==> config.mk <==
export PLATFORM = sky130hd
export DESIGN_NAME = vga_timing_generator
export DESIGN_NICKNAME = d
export VERILOG_FILES = /design/src/rtl/vga_timing_pkg.sv /design/src/rtl/vga_axis_counter.sv /design/src/rtl/vga_timing_generator.sv
export SDC_FILE = /design/constraint.sdc
export NUM_CORES = 1
export LEC_CHECK = 0
export CORE_UTILIZATION = 60
export DETAILED_ROUTE_END_ITERATION = 10
export DONT_BUFFER_PORTS = 1
export PLACE_DENSITY = 0.75
export REMOVE_ABC_BUFFERS = 1
export SYNTH_ARGS = -nofsm -noshare
export SYNTH_HDL_FRONTEND = slang
export SYNTH_SLANG_ARGS = --single-unit
==> constraint.sdc <==
create_clock -name Clock -period 4 [get_ports Clock]
set_clock_uncertainty 0.15 [all_clocks]
set_input_delay 0 -clock Clock [delete_from_list [all_inputs] [get_ports Clock]]
set_output_delay 0 -clock Clock [all_outputs]
set_load 0.05 [all_outputs]
==> src/rtl/vga_timing_pkg.sv <==
`default_nettype none
// ============================================================================
// Module   : vga_timing_pkg
// Brief    : Default 640x480@60 raster constants and width helper functions
//            shared by the VGA timing generator and its axis counters.
// Revision : 1.0 - initial release
// ============================================================================
package vga_timing_pkg;

    // Horizontal timing, in pixels
    localparam int c_h_active = 640;
    localparam int c_h_fp     = 16;
    localparam int c_h_sync   = 96;
    localparam int c_h_bp     = 48;
    localparam int c_h_total  = c_h_active + c_h_fp + c_h_sync + c_h_bp;

    // Vertical timing, in lines
    localparam int c_v_active = 480;
    localparam int c_v_fp     = 10;
    localparam int c_v_sync   = 2;
    localparam int c_v_bp     = 33;
    localparam int c_v_total  = c_v_active + c_v_fp + c_v_sync + c_v_bp;

    // Ceiling log2; clog2(1) = 0
    function automatic int clog2(input int value);
        int result;
        int remaining;
        result    = 0;
        remaining = value - 1;
        while (remaining > 0) begin
            result    = result + 1;
            remaining = remaining >> 1;
        end
        return result;
    endfunction

    // Register width able to hold 0..modulus-1, never narrower than one bit
    function automatic int cnt_width(input int modulus);
        int w;
        w = clog2(modulus);
        return (w < 1) ? 1 : w;
    endfunction

endpackage : vga_timing_pkg
`default_nettype wire

==> src/rtl/vga_axis_counter.sv <==
`default_nettype none
// ============================================================================
// Module   : vga_axis_counter
// Brief    : Modulo-N up counter with count enable and a terminal-count flag.
//            Used for the pixel-clock divider and both raster axes.
// Revision : 1.0 - initial release
// ============================================================================
module vga_axis_counter
    import vga_timing_pkg::*;
#(
    parameter int MODULUS = 2,
    parameter int WIDTH   = 1
) (
    input  logic             clk,
    input  logic             rst_n,
    input  logic             i_en,
    output logic [WIDTH-1:0] o_count,
    output logic             o_tc
);

    localparam logic [WIDTH-1:0] c_last = WIDTH'(MODULUS - 1);

    if (MODULUS < 1) begin : g_bad_modulus
        $error("vga_axis_counter: MODULUS must be at least 1");
    end

    if (WIDTH < cnt_width(MODULUS)) begin : g_bad_width
        $error("vga_axis_counter: WIDTH too small for MODULUS");
    end

    logic [WIDTH-1:0] count_q;
    logic [WIDTH-1:0] count_d;
    logic             w_tc;

    assign w_tc = (count_q == c_last);

    // Next count: advance when enabled, wrap to zero after the last value
    always_comb begin
        count_d = count_q;
        if (i_en) begin
            count_d = w_tc ? '0 : count_q + WIDTH'(1);
        end
    end

    // Count register
    always_ff @(posedge clk or negedge rst_n) begin
        if (!rst_n) begin
            count_q <= '0;
        end else begin
            count_q <= count_d;
        end
    end

    assign o_count = count_q;
    assign o_tc    = w_tc;

endmodule : vga_axis_counter
`default_nettype wire

==> src/rtl/vga_timing_generator.sv <==
`default_nettype none
// ============================================================================
// Module   : vga_timing_generator
// Brief    : Parametrised VGA raster generator. Divides the system clock into
//            a pixel tick, generates HSync/VSync with configurable porches and
//            polarity, and fetches pixels for a framebuffer window. Colour,
//            sync and blanking leave the block aligned one tick after the
//            counters, matching the one-tick memory read latency.
// Revision : 1.0 - initial release
// ============================================================================
module vga_timing_generator
    import vga_timing_pkg::*;
#(
    parameter int H_ACTIVE = c_h_active,
    parameter int H_FP     = c_h_fp,
    parameter int H_SYNC   = c_h_sync,
    parameter int H_BP     = c_h_bp,
    parameter int V_ACTIVE = c_v_active,
    parameter int V_FP     = c_v_fp,
    parameter int V_SYNC   = c_v_sync,
    parameter int V_BP     = c_v_bp,
    parameter int HS_POL   = 0,
    parameter int VS_POL   = 0,
    parameter int CLK_DIV  = 2,
    parameter int WIN_X0   = 192,
    parameter int WIN_Y0   = 112,
    parameter int WIN_W    = 256,
    parameter int WIN_H    = 256,
    parameter int COLOR_W  = 1,
    parameter int ADDR_W   = 16
) (
    input  logic                   Clock,
    input  logic                   Reset,
    input  logic                   iEnable,
    input  logic [3*COLOR_W-1:0]   iBorderColor,
    output logic [ADDR_W-1:0]      oReadAddress,
    input  logic [3*COLOR_W-1:0]   wColorFromVideoMemory,
    output logic [COLOR_W-1:0]     oVGA_Red,
    output logic [COLOR_W-1:0]     oVGA_Green,
    output logic [COLOR_W-1:0]     oVGA_Blue,
    output logic                   oHSync,
    output logic                   oVSync,
    output logic                   oDisplayEnable,
    output logic                   oFrameStart
);

    // ------------------------------------------------------------------------
    // Derived constants
    // ------------------------------------------------------------------------
    localparam int c_h_tot = H_ACTIVE + H_FP + H_SYNC + H_BP;
    localparam int c_v_tot = V_ACTIVE + V_FP + V_SYNC + V_BP;
    localparam int c_hw    = cnt_width(c_h_tot);
    localparam int c_vw    = cnt_width(c_v_tot);
    localparam int c_dw    = cnt_width(CLK_DIV);

    // Window edges clipped to the active area so out-of-range parameters
    // can never address beyond the framebuffer
    localparam int c_wx0_i = (WIN_X0 > H_ACTIVE) ? H_ACTIVE : WIN_X0;
    localparam int c_wy0_i = (WIN_Y0 > V_ACTIVE) ? V_ACTIVE : WIN_Y0;
    localparam int c_wx1_i = (WIN_X0 + WIN_W > H_ACTIVE) ? H_ACTIVE : WIN_X0 + WIN_W;
    localparam int c_wy1_i = (WIN_Y0 + WIN_H > V_ACTIVE) ? V_ACTIVE : WIN_Y0 + WIN_H;

    localparam logic [c_hw-1:0] c_h_act   = c_hw'(H_ACTIVE);
    localparam logic [c_hw-1:0] c_hs_beg  = c_hw'(H_ACTIVE + H_FP);
    localparam logic [c_hw-1:0] c_hs_end  = c_hw'(H_ACTIVE + H_FP + H_SYNC);
    localparam logic [c_hw-1:0] c_wx0     = c_hw'(c_wx0_i);
    localparam logic [c_hw-1:0] c_wx1     = c_hw'(c_wx1_i);
    localparam logic [c_vw-1:0] c_v_act   = c_vw'(V_ACTIVE);
    localparam logic [c_vw-1:0] c_vs_beg  = c_vw'(V_ACTIVE + V_FP);
    localparam logic [c_vw-1:0] c_vs_end  = c_vw'(V_ACTIVE + V_FP + V_SYNC);
    localparam logic [c_vw-1:0] c_wy0     = c_vw'(c_wy0_i);
    localparam logic [c_vw-1:0] c_wy1     = c_vw'(c_wy1_i);
    localparam logic [ADDR_W-1:0] c_win_w = ADDR_W'(WIN_W);

    localparam logic c_hs_on = (HS_POL != 0);
    localparam logic c_vs_on = (VS_POL != 0);

    // ------------------------------------------------------------------------
    // Elaboration-time parameter checks
    // ------------------------------------------------------------------------
    if (CLK_DIV < 1) begin : g_bad_clk_div
        $error("vga_timing_generator: CLK_DIV must be at least 1");
    end

    if (WIN_X0 + WIN_W > H_ACTIVE) begin : g_win_x_overflow
        $error("vga_timing_generator: window extends beyond active width");
    end

    if (WIN_Y0 + WIN_H > V_ACTIVE) begin : g_win_y_overflow
        $error("vga_timing_generator: window extends beyond active height");
    end

    if (clog2(WIN_W * WIN_H) > ADDR_W) begin : g_addr_too_narrow
        $error("vga_timing_generator: ADDR_W too small for window size");
    end

    // ------------------------------------------------------------------------
    // Pixel tick and raster counters
    // ------------------------------------------------------------------------
    logic [c_dw-1:0] w_div_count;
    logic            w_div_tc;
    logic [c_hw-1:0] w_hcount;
    logic            w_h_tc;
    logic [c_vw-1:0] w_vcount;
    logic            w_v_tc;
    logic            w_tick;
    logic            w_unused;

    assign w_tick = iEnable & w_div_tc;

    vga_axis_counter #(
        .MODULUS (CLK_DIV),
        .WIDTH   (c_dw)
    ) u_div (
        .clk     (Clock),
        .rst_n   (Reset),
        .i_en    (iEnable),
        .o_count (w_div_count),
        .o_tc    (w_div_tc)
    );

    vga_axis_counter #(
        .MODULUS (c_h_tot),
        .WIDTH   (c_hw)
    ) u_hcount (
        .clk     (Clock),
        .rst_n   (Reset),
        .i_en    (w_tick),
        .o_count (w_hcount),
        .o_tc    (w_h_tc)
    );

    vga_axis_counter #(
        .MODULUS (c_v_tot),
        .WIDTH   (c_vw)
    ) u_vcount (
        .clk     (Clock),
        .rst_n   (Reset),
        .i_en    (w_tick & w_h_tc),
        .o_count (w_vcount),
        .o_tc    (w_v_tc)
    );

    // Divider count and last-line flag are only needed inside the counters
    assign w_unused = ^{w_div_count, w_v_tc};

    // ------------------------------------------------------------------------
    // Stage 0: decode current counter position and form the read address
    // ------------------------------------------------------------------------
    logic              w_active;
    logic              w_hs_region;
    logic              w_vs_region;
    logic              w_in_win;
    logic [ADDR_W-1:0] w_row_off;
    logic [ADDR_W-1:0] w_col_off;
    logic [ADDR_W-1:0] w_addr;
    logic [ADDR_W-1:0] addr_q;
    logic [ADDR_W-1:0] addr_d;

    assign w_active    = (w_hcount < c_h_act) && (w_vcount < c_v_act);
    assign w_hs_region = (w_hcount >= c_hs_beg) && (w_hcount < c_hs_end);
    assign w_vs_region = (w_vcount >= c_vs_beg) && (w_vcount < c_vs_end);
    assign w_in_win    = w_active
                       && (w_hcount >= c_wx0) && (w_hcount < c_wx1)
                       && (w_vcount >= c_wy0) && (w_vcount < c_wy1);

    assign w_row_off = ADDR_W'(w_vcount - c_wy0);
    assign w_col_off = ADDR_W'(w_hcount - c_wx0);
    assign w_addr    = (w_row_off * c_win_w) + w_col_off;

    // Outside the window the last fetched address is presented unchanged
    always_comb begin
        addr_d = addr_q;
        if (w_in_win) begin
            addr_d = w_addr;
        end
    end

    // Hold register for the read address
    always_ff @(posedge Clock or negedge Reset) begin
        if (!Reset) begin
            addr_q <= '0;
        end else begin
            addr_q <= addr_d;
        end
    end

    assign oReadAddress = addr_d;

    // ------------------------------------------------------------------------
    // Stage 1: timing flags delayed one tick to meet the memory read data
    // ------------------------------------------------------------------------
    logic hsync_q,       hsync_d;
    logic vsync_q,       vsync_d;
    logic active_q,      active_d;
    logic in_win_q,      in_win_d;
    logic frame_start_q, frame_start_d;

    // Capture stage-0 flags on each pixel tick; frame start is a single clock
    always_comb begin
        hsync_d       = hsync_q;
        vsync_d       = vsync_q;
        active_d      = active_q;
        in_win_d      = in_win_q;
        frame_start_d = 1'b0;
        if (w_tick) begin
            hsync_d       = w_hs_region ? c_hs_on : ~c_hs_on;
            vsync_d       = w_vs_region ? c_vs_on : ~c_vs_on;
            active_d      = w_active;
            in_win_d      = w_in_win;
            frame_start_d = (w_hcount == '0) && (w_vcount == '0);
        end
    end

    // Stage-1 registers; reset drives syncs to their inactive level
    always_ff @(posedge Clock or negedge Reset) begin
        if (!Reset) begin
            hsync_q       <= ~c_hs_on;
            vsync_q       <= ~c_vs_on;
            active_q      <= 1'b0;
            in_win_q      <= 1'b0;
            frame_start_q <= 1'b0;
        end else begin
            hsync_q       <= hsync_d;
            vsync_q       <= vsync_d;
            active_q      <= active_d;
            in_win_q      <= in_win_d;
            frame_start_q <= frame_start_d;
        end
    end

    // ------------------------------------------------------------------------
    // Output colour: memory data inside the window, border elsewhere in the
    // active area, black while blanking or paused
    // ------------------------------------------------------------------------
    logic [3*COLOR_W-1:0] w_color;

    // Colour select; memory data is already one tick late, matching stage 1
    always_comb begin
        w_color = '0;
        if (iEnable) begin
            if (in_win_q) begin
                w_color = wColorFromVideoMemory;
            end else if (active_q) begin
                w_color = iBorderColor;
            end
        end
    end

    assign oVGA_Red       = w_color[3*COLOR_W-1:2*COLOR_W];
    assign oVGA_Green     = w_color[2*COLOR_W-1:COLOR_W];
    assign oVGA_Blue      = w_color[COLOR_W-1:0];
    assign oHSync         = hsync_q;
    assign oVSync         = vsync_q;
    assign oDisplayEnable = active_q & iEnable;
    assign oFrameStart    = frame_start_q;

endmodule : vga_timing_generator
`default_nettype wire

==> summary.md, run 1 <==
| Metric | Value |
|---|---|
| Status | complete, no violations |
| Die Span Y | 67.08 um |
| Fmax | 317.5 MHz |
| Fillcell total | 319 |
| Grt met2 use | 0.4250 |
| Rel. slew slack | 0.3800 |
| Final #Nets | 282 |
| Hold Buf Count CTS | 3 |
| WP data required | 3.85 ns |
| Element type at the critical path end | primary output |
| Slowest cell delay on critical path | 0.52 ns |
| Max Slew Vio Count | 0 |
| Async SR Flop Fraction | 1.000 |
| Row cnt | 23 |
| Register Area | 1054 um^2 |
| Top post-synthesis cells by area | dfrtp_1, ha_1, mux2_2, xnor2_1, o21ai_0 |
| Max cap viols | 0 |
| Primary FF master, synth | dfrtp_1 |
| Top cells by count, synth | dfrtp_1, nand2_1, o21ai_0, nand3_1, ha_1 |
| Critical path type | reg -> out |
| Min-Delay Path Class | in -> async |
| Hold Vio Cnt, Final | 0 |
| Worst setup SP type | flip-flop |
| Via count | 2041 |
| Crit share post-route | 0.7874 |
| Worst vdd ir | 0.3240 mV |
| Die X | 67.08 um |
| Area taken by multi-input logic gates | 1408 um^2 |
| Top-count cell post-synth | dfrtp_1 |
| I/O Pins | 32 |
| Synthesis Warnings | 0 |
| Post-CTS setup buffers | 0 |
| Min cycle time layout | 3.150 ns |
| Post_cts resized | 0 |
| CTS tree | yes |
| Yosys top cell by area | dfrtp_1 |
| Final setup viols | 0 |
| Layout Utilization | 0.6789 |
| Initial antenna violation count | 0 |
| Total GRT Usage | 0.2704 |
| Initial core utilization | 0.6307 |
| Largest net degree at the start of global routing | 43 |
| CP Max Fanout | 11 |
| Number of port buffers | 0 |
| Met3 Resource Use GR | 0.06336 |
| Power Density | 350.2 nW/um^2 |
| Sequential-to-total area share from yosys stat | 0.4146 |
| Core Box Area | 4029 um^2 |
| Layout cells sized above 1 | 0.1533 |
| Synth unique cells | 53 |
| Worst path slowest cell | or3b_2 |
| Slew @ Worst Pin | 0.9281 ns |
| Clock latency on the worst-skew pair | 0.31 ns |
| LEAKAGE | 1.160 nW |
| Grt ovf | 0 |
| Clk sinks | 42 |
| Pre-Repair DR Iteration Count | 5 |
| Critical-path cell list | ha_1 > or3b_2 > o211ai_2 > nand3_1 > o31ai_2 > buf_4 |
| Initial drt markers | 185 |
| Maximum buffer depth of the clock tree | 2 |
| Arr. time, crit path | 3.00 ns |
| Placer Congestion | 0.9096 |
| Antenna-violating nets left | 0 |
| # DRC | 0 |
| Setup TNS | 0 ns |
| RSZ-0062 raised after global routing | no |
| Layer with the highest usage | met2 |
| ANT cells | 0 |
| DR WL/cell | 18.18 um |
| Mapped Avg Cell Area | 9.927 um^2 |
| First-pass GRT wire length | 8804 um |
| CTS buffer count | 5 |
| Synth top area share | 0.3939 |
| DP Wirelength | 3967 um |
| DR vias/cell | 6.563 |
| Clk slew on worst S/H paths | 0.09 ns |
| Aggregate routed wire length | 5654 um |
| EDFF count, synth | 0 |
| Layout area overhead | 7.632% |
| CTS H-tree lvls | 2 |
| Synthesized flop and latch total | 42 |
| Clk root buf | clkbuf_8 |
| Mapped Area | 2541 um^2 |
| Die area | 4500 um^2 |
| Mapped Cells | 256 |
| Met1 Use GR | 0.3459 |
| Vias in the first global route | 1883 |
==> metal layers <==
metal / vias to the layer above / share of wire
li1: 960 / -
met1: 999 / 0.45
met2: 72 / 0.47
met3: 10 / 0.061
met4: 0 / 0.018
met5: - / 0
==> cell families after synthesis <==
| logic type | after synthesis | synth area share |
|---|---|---|
| compound gates | 63 | 0.1694 |
| fa+ha+maj | 13 | 0.06696 |
| flops | 42 | 0.4146 |
| mux | 11 | 0.04874 |
| xor+xnor | 15 | 0.05170 |
| buf+inv | 21 | 0.03742 |
| simple gates | 91 | 0.2112 |
==> registers in the layout, indices dropped and copies added (netlist names) <==
name	cells
addr_q	16
u_hcount.o_count	10
u_vcount.o_count	10
active_q	1
in_win_q	1
oFrameStart	1
oHSync	1
oVSync	1
u_div.o_count	1
==> layout by cell type (no fill, tap or decap), types with 7 or more instances in the layout <==
master / synthesis / final
nor2_1: 7 / 7
nand3_1: 13 / 13
xnor2_1: 10 / 10
dfrtp_1: 40 / 40
mux2_2: 11 / 11
nand4_1: 8 / 8
inv_1: 9 / 9
o21ai_0: 16 / 16
ha_1: 12 / 12
nand2_1: 17 / 17
==> layout make-up <==
cell class	count	share of cell area
Multi-Input combinational cell	193	0.5146
Sequential cell	42	0.3852
Timing Repair Buffer	9	0.03111
Clock buffer	5	0.02516
Tap cell	50	0.02287
Inverter	9	0.01235
Clock inverter	3	0.008692
==> critical path, delay by kind of cell (launching register included) <==
family          cells  cell delay [ns]
compound gates      2             0.64
buf+inv             1             0.26
fa+ha+maj           1             0.37
simple gates        2             0.97
flops               1             0.44
==> report_power, final <==
| group | internal, mW | leakage, nW | switching (mW) | total [mW] |
|---|---|---|---|---|
| logic | 0.0570 | 0.576 | 0.0673 | 0.124 |
| registers | 0.464 | 0.543 | 0.0820 | 0.546 |
| clock network | 0.125 | 0.0408 | 0.163 | 0.288 |
| total | 0.646 | 1.16 | 0.312 | 0.958 |
==> metrics by stage <==
stage / instance area [um^2] / total power, mW / std cells / setup slack (ns) / hold WS, ns
2_1_floorplan: 2480 / 0.6209 / 244 / 0.5993 / -0.4456
3_3_place_gp: 2603 / 0.6591 / 300 / 1.205 / -0.4447
3_5_place_dp: 2603 / 0.6639 / 300 / 1.118 / -0.4446
4_1_cts: 2735 / 0.9635 / 311 / 0.8502 / 0.004590
5_1_grt: 2735 / 1.003 / 311 / 0.6651 / 0.02257
6_report: 2735 / 0.9579 / 311 / 0.8504 / 0.01490
==> final timing paths <==
kind / from / endpoint / slack [ns] / cells after the start
min reg2reg: u_div.o_count$_DFFE_PN0P_ / u_div.o_count$_DFFE_PN0P_ / 0.37 / 1
max reg2reg: u_hcount.o_count[6]$_DFFE_PN0P_ / addr_q[3]$_DFF_PN0_ / 1.13 / 5
min in group Clock: iEnable / oVSync$_DFFE_PN1P_ / 0.02 / 2
max in group asynchronous: Reset / oVSync$_DFFE_PN1P_ / 3.42 / 2
max: u_hcount.o_count[6]$_DFFE_PN0P_ / oReadAddress[13] / 0.85 / 6
min: Reset / active_q$_DFFE_PN0P_ / 0.01 / 2
Power figures use the tool's default switching activity.
==> run 2: changes to the inputs <==
- ABC_AREA: default -> 1
- CORE_UTILIZATION: 60 -> 57
- PLACE_DENSITY: 0.75 -> 0.74
- clock period: 4 -> 2.7 ns (I/O delays scaled with it)
==> run 2 against run 1 <==
Effect of this change:
- register-to-register slack worse by 0.53 ns
- total power up 44%
- die area grew 9.1%
- utilization is 0.48 points higher
- design area rose by 10%
- critical endpoint is now oReadAddress[15]
==> summary.md, run 2 <==
| Metric | Value |
|---|---|
| Fmax | 403.8 MHz |
| Crit share post-route | 0.9172 |
| Most common cell after layout, fill and taps aside | nand2_1 |
| Max FFs per register | 16 |
| EDFF count, synth | 0 |
| Mapped Cells | 327 |
| WHS | 0.03499 ns |
| Top cells by count, synth | nand2_1, dfrtp_1, inv_1, nand3_1, nor2_1 |
| Die X | 70.06 um |
| Clk sinks | 42 |
| Antenna-violating nets left | 0 |
| Slew @ Worst Pin | 0.4701 ns |
| # DRC | 0 |
| Layout Utilization | 0.6837 |
| Core Box Area | 4414 um^2 |
| Rel. slew slack | 0.6861 |
| Synthesized flop and latch total | 42 |
| Commonest non-fill, non-tap cells in the layout | nand2_1, dfrtp_1, inv_1, nand3_1, buf_4 |
| Setup TNS | 0 ns |
| Delay-heaviest family, CP | simple AND/OR/NAND/NOR gates |
| Total GRT Usage | 0.2413 |
| Row cnt | 24 |
| Via count | 2216 |
| DR vias/cell | 5.418 |
| Worst setup SP type | flip-flop |
| Clk root buf | clkbuf_8 |
| Initial core utilization | 0.5981 |
| Final setup viols | 0 |
| I/O Pins | 32 |
| Mapped Area | 2640 um^2 |
| Final #Nets | 378 |
| CP Max Fanout | 6 |
| Largest net degree at the start of global routing | 43 |
| Vias in the first global route | 2072 |
| DR WL/cell | 13.40 um |
| Status | complete, no violations |
| ANT cells | 0 |
| Maximum buffer depth of the clock tree | 2 |
| Layout area overhead | 14.31% |
| Buffers and inverters on the worst path | 2 |
| CP dominant cell by count | nand2_1 |
| Aggregate routed wire length | 5482 um |
| Min cycle time layout | 2.476 ns |
| Die Span Y | 70.06 um |
| Worst vdd ir | 0.3017 mV |
| WP data required | 2.55 ns |
| Async SR Flop Fraction | 1.000 |
| Max Slew Vio Count | 0 |
| Synthesis Warnings | 0 |
| Sequential-to-total area share from yosys stat | 0.3991 |
| Mapped Avg Cell Area | 8.073 um^2 |
| Critical-path cell list | a21oi_2 > xor2_1 > ha_1 > a21oi_1 > nand2_1 > nand2_1 > inv_1 > nand3_1 > nand2_1 > nand2_1 > nand3_1 > nand2_1 > buf_4 |
| CTS H-tree lvls | 2 |
| Top post-synthesis cells by area | dfrtp_1, nand2_1, nand3_1, ha_1, inv_1 |
| Synth top area share | 0.3791 |
| Worst path slowest cell | dfrtp_1 |
| DP Wirelength | 4041 um |
| DP Worst Slack | 0.3869 ns |
| Initial drt markers | 145 |
| Max cap viols | 0 |
| Synth unique cells | 38 |
| Initial antenna violation count | 0 |
| Yosys top cell by area | dfrtp_1 |
| First-pass GRT wire length | 9432 um |
| Number of port buffers | 0 |
| Final Cell Area | 3018 um^2 |
| LEAKAGE | 1.571 nW |
| Register Area | 1056 um^2 |
| Placed cell areas | 2815 um^2 |
| Critical path type | reg -> out |
| Fillcell total | 365 |
| Pre-Repair DR Iteration Count | 4 |
| Min-Delay Path Class | in -> async |
| Setup WS post-layout | 0.2235 ns |
| Largest register by flop count | addr_q |
| Hold Vio Cnt, Final | 0 |
| Clk slew on worst S/H paths | 0.09 ns |
| Die area | 4908 um^2 |
| Element type at the critical path end | primary output |
| Area taken by multi-input logic gates | 1394 um^2 |
| Arr. time, crit path | 2.33 ns |
| Top-count cell post-synth | nand2_1 |
| CTS tree | yes |
| Clock latency on the worst-skew pair | 0.30 ns |
| Grt ovf | 0 |
| Layout cells sized above 1 | 0.2521 |
| Slowest cell delay on critical path | 0.48 ns |
| RSZ-0062 raised after global routing | no |
| CTS buffer count | 5 |
| Power Density | 457.6 nW/um^2 |
| Placer Congestion | 0.9073 |
| Primary FF master, synth | dfrtp_1 |
==> run 2: changes by cell type after synthesis, moves of 8 or more <==
cell / change
a21oi_1: +11
inv_1: +23
inv_2: +11
mux2_2: -11
nand2_1: +62
nand2_2: +9
nand3_1: +18
nor2_1: +11
o21ai_0: -8
o21ai_2: +8
xnor2_1: -8
==> run 2: cell families (layout without fill, tap and decap cells) <==
kind of cell               Yosys count  after routing  synth area share
and+or+nand+nor                    171            171            0.3256
buffers and inverters               48             78           0.07631
AOI/OAI and AO/OA                   46             46            0.1114
DFF                                 42             42            0.3991
adders and majority gates           13             13           0.06445
xor gates and xnor gates             7              7           0.02322
==> run 2: layout make-up <==
type,count,area share
flip-flops and latches,42,0.3499
repair buffers,27,0.07670
clock buffers,6,0.02405
inverters,43,0.05348
multi-input cells,237,0.4619
well taps,52,0.02156
clock inverters,2,0.01244
==> run 2: path summary, 6_finish.rpt <==
path,startpoint,endpoint,slack [ns],cells after the start
worst max-delay path,u_hcount.o_count[8]$_DFFE_PN0P_,oReadAddress[15],0.22,13
worst min-delay path,Reset,addr_q[5]$_DFF_PN0_,0.03,2
worst max register to register,u_hcount.o_count[6]$_DFFE_PN0P_,addr_q[14]$_DFF_PN0_,0.60,10
worst min register to register,addr_q[8]$_DFF_PN0_,addr_q[8]$_DFF_PN0_,0.32,2
max in group asynchronous,Reset,oVSync$_DFFE_PN1P_,2.09,2
min in group Clock,iEnable,oDisplayEnable,0.09,2
==> run 2: per-stage QoR <==
step	instances	power (mW)
final	409	1.381
after global routing	409	1.447
after CTS	405	1.395
after detailed placement	394	0.8732
after global placement	394	0.8670
after floorplan	322	0.8386
==> run 2: power breakdown <==
| part | total (mW) | internal [mW] | switching (mW) |
|---|---|---|---|
| Sequential | 0.716 | 0.667 | 0.0487 |
| Clock | 0.500 | 0.276 | 0.223 |
| Combinational | 0.166 | 0.0534 | 0.112 |
| Total | 1.38 | 0.997 | 0.384 |
==> run 2: layer usage <==
metal	GRT usage	up-vias	share of wire
met4	0.06667	0	0.011
met5	0	-	0
met3	0.03896	5	0.048
li1	-	1134	-
met2	0.3921	56	0.46
met1	0.3349	1021	0.48
==> run 2: repair_timing <==
action / in CTS / in global routing
hold buffers: 3 / 0
hold endpoints to repair: 52 / 0
resized for setup: 0 / 6
endpoints found under the setup margin: 0 / 4
buffers inserted: 0 / 4
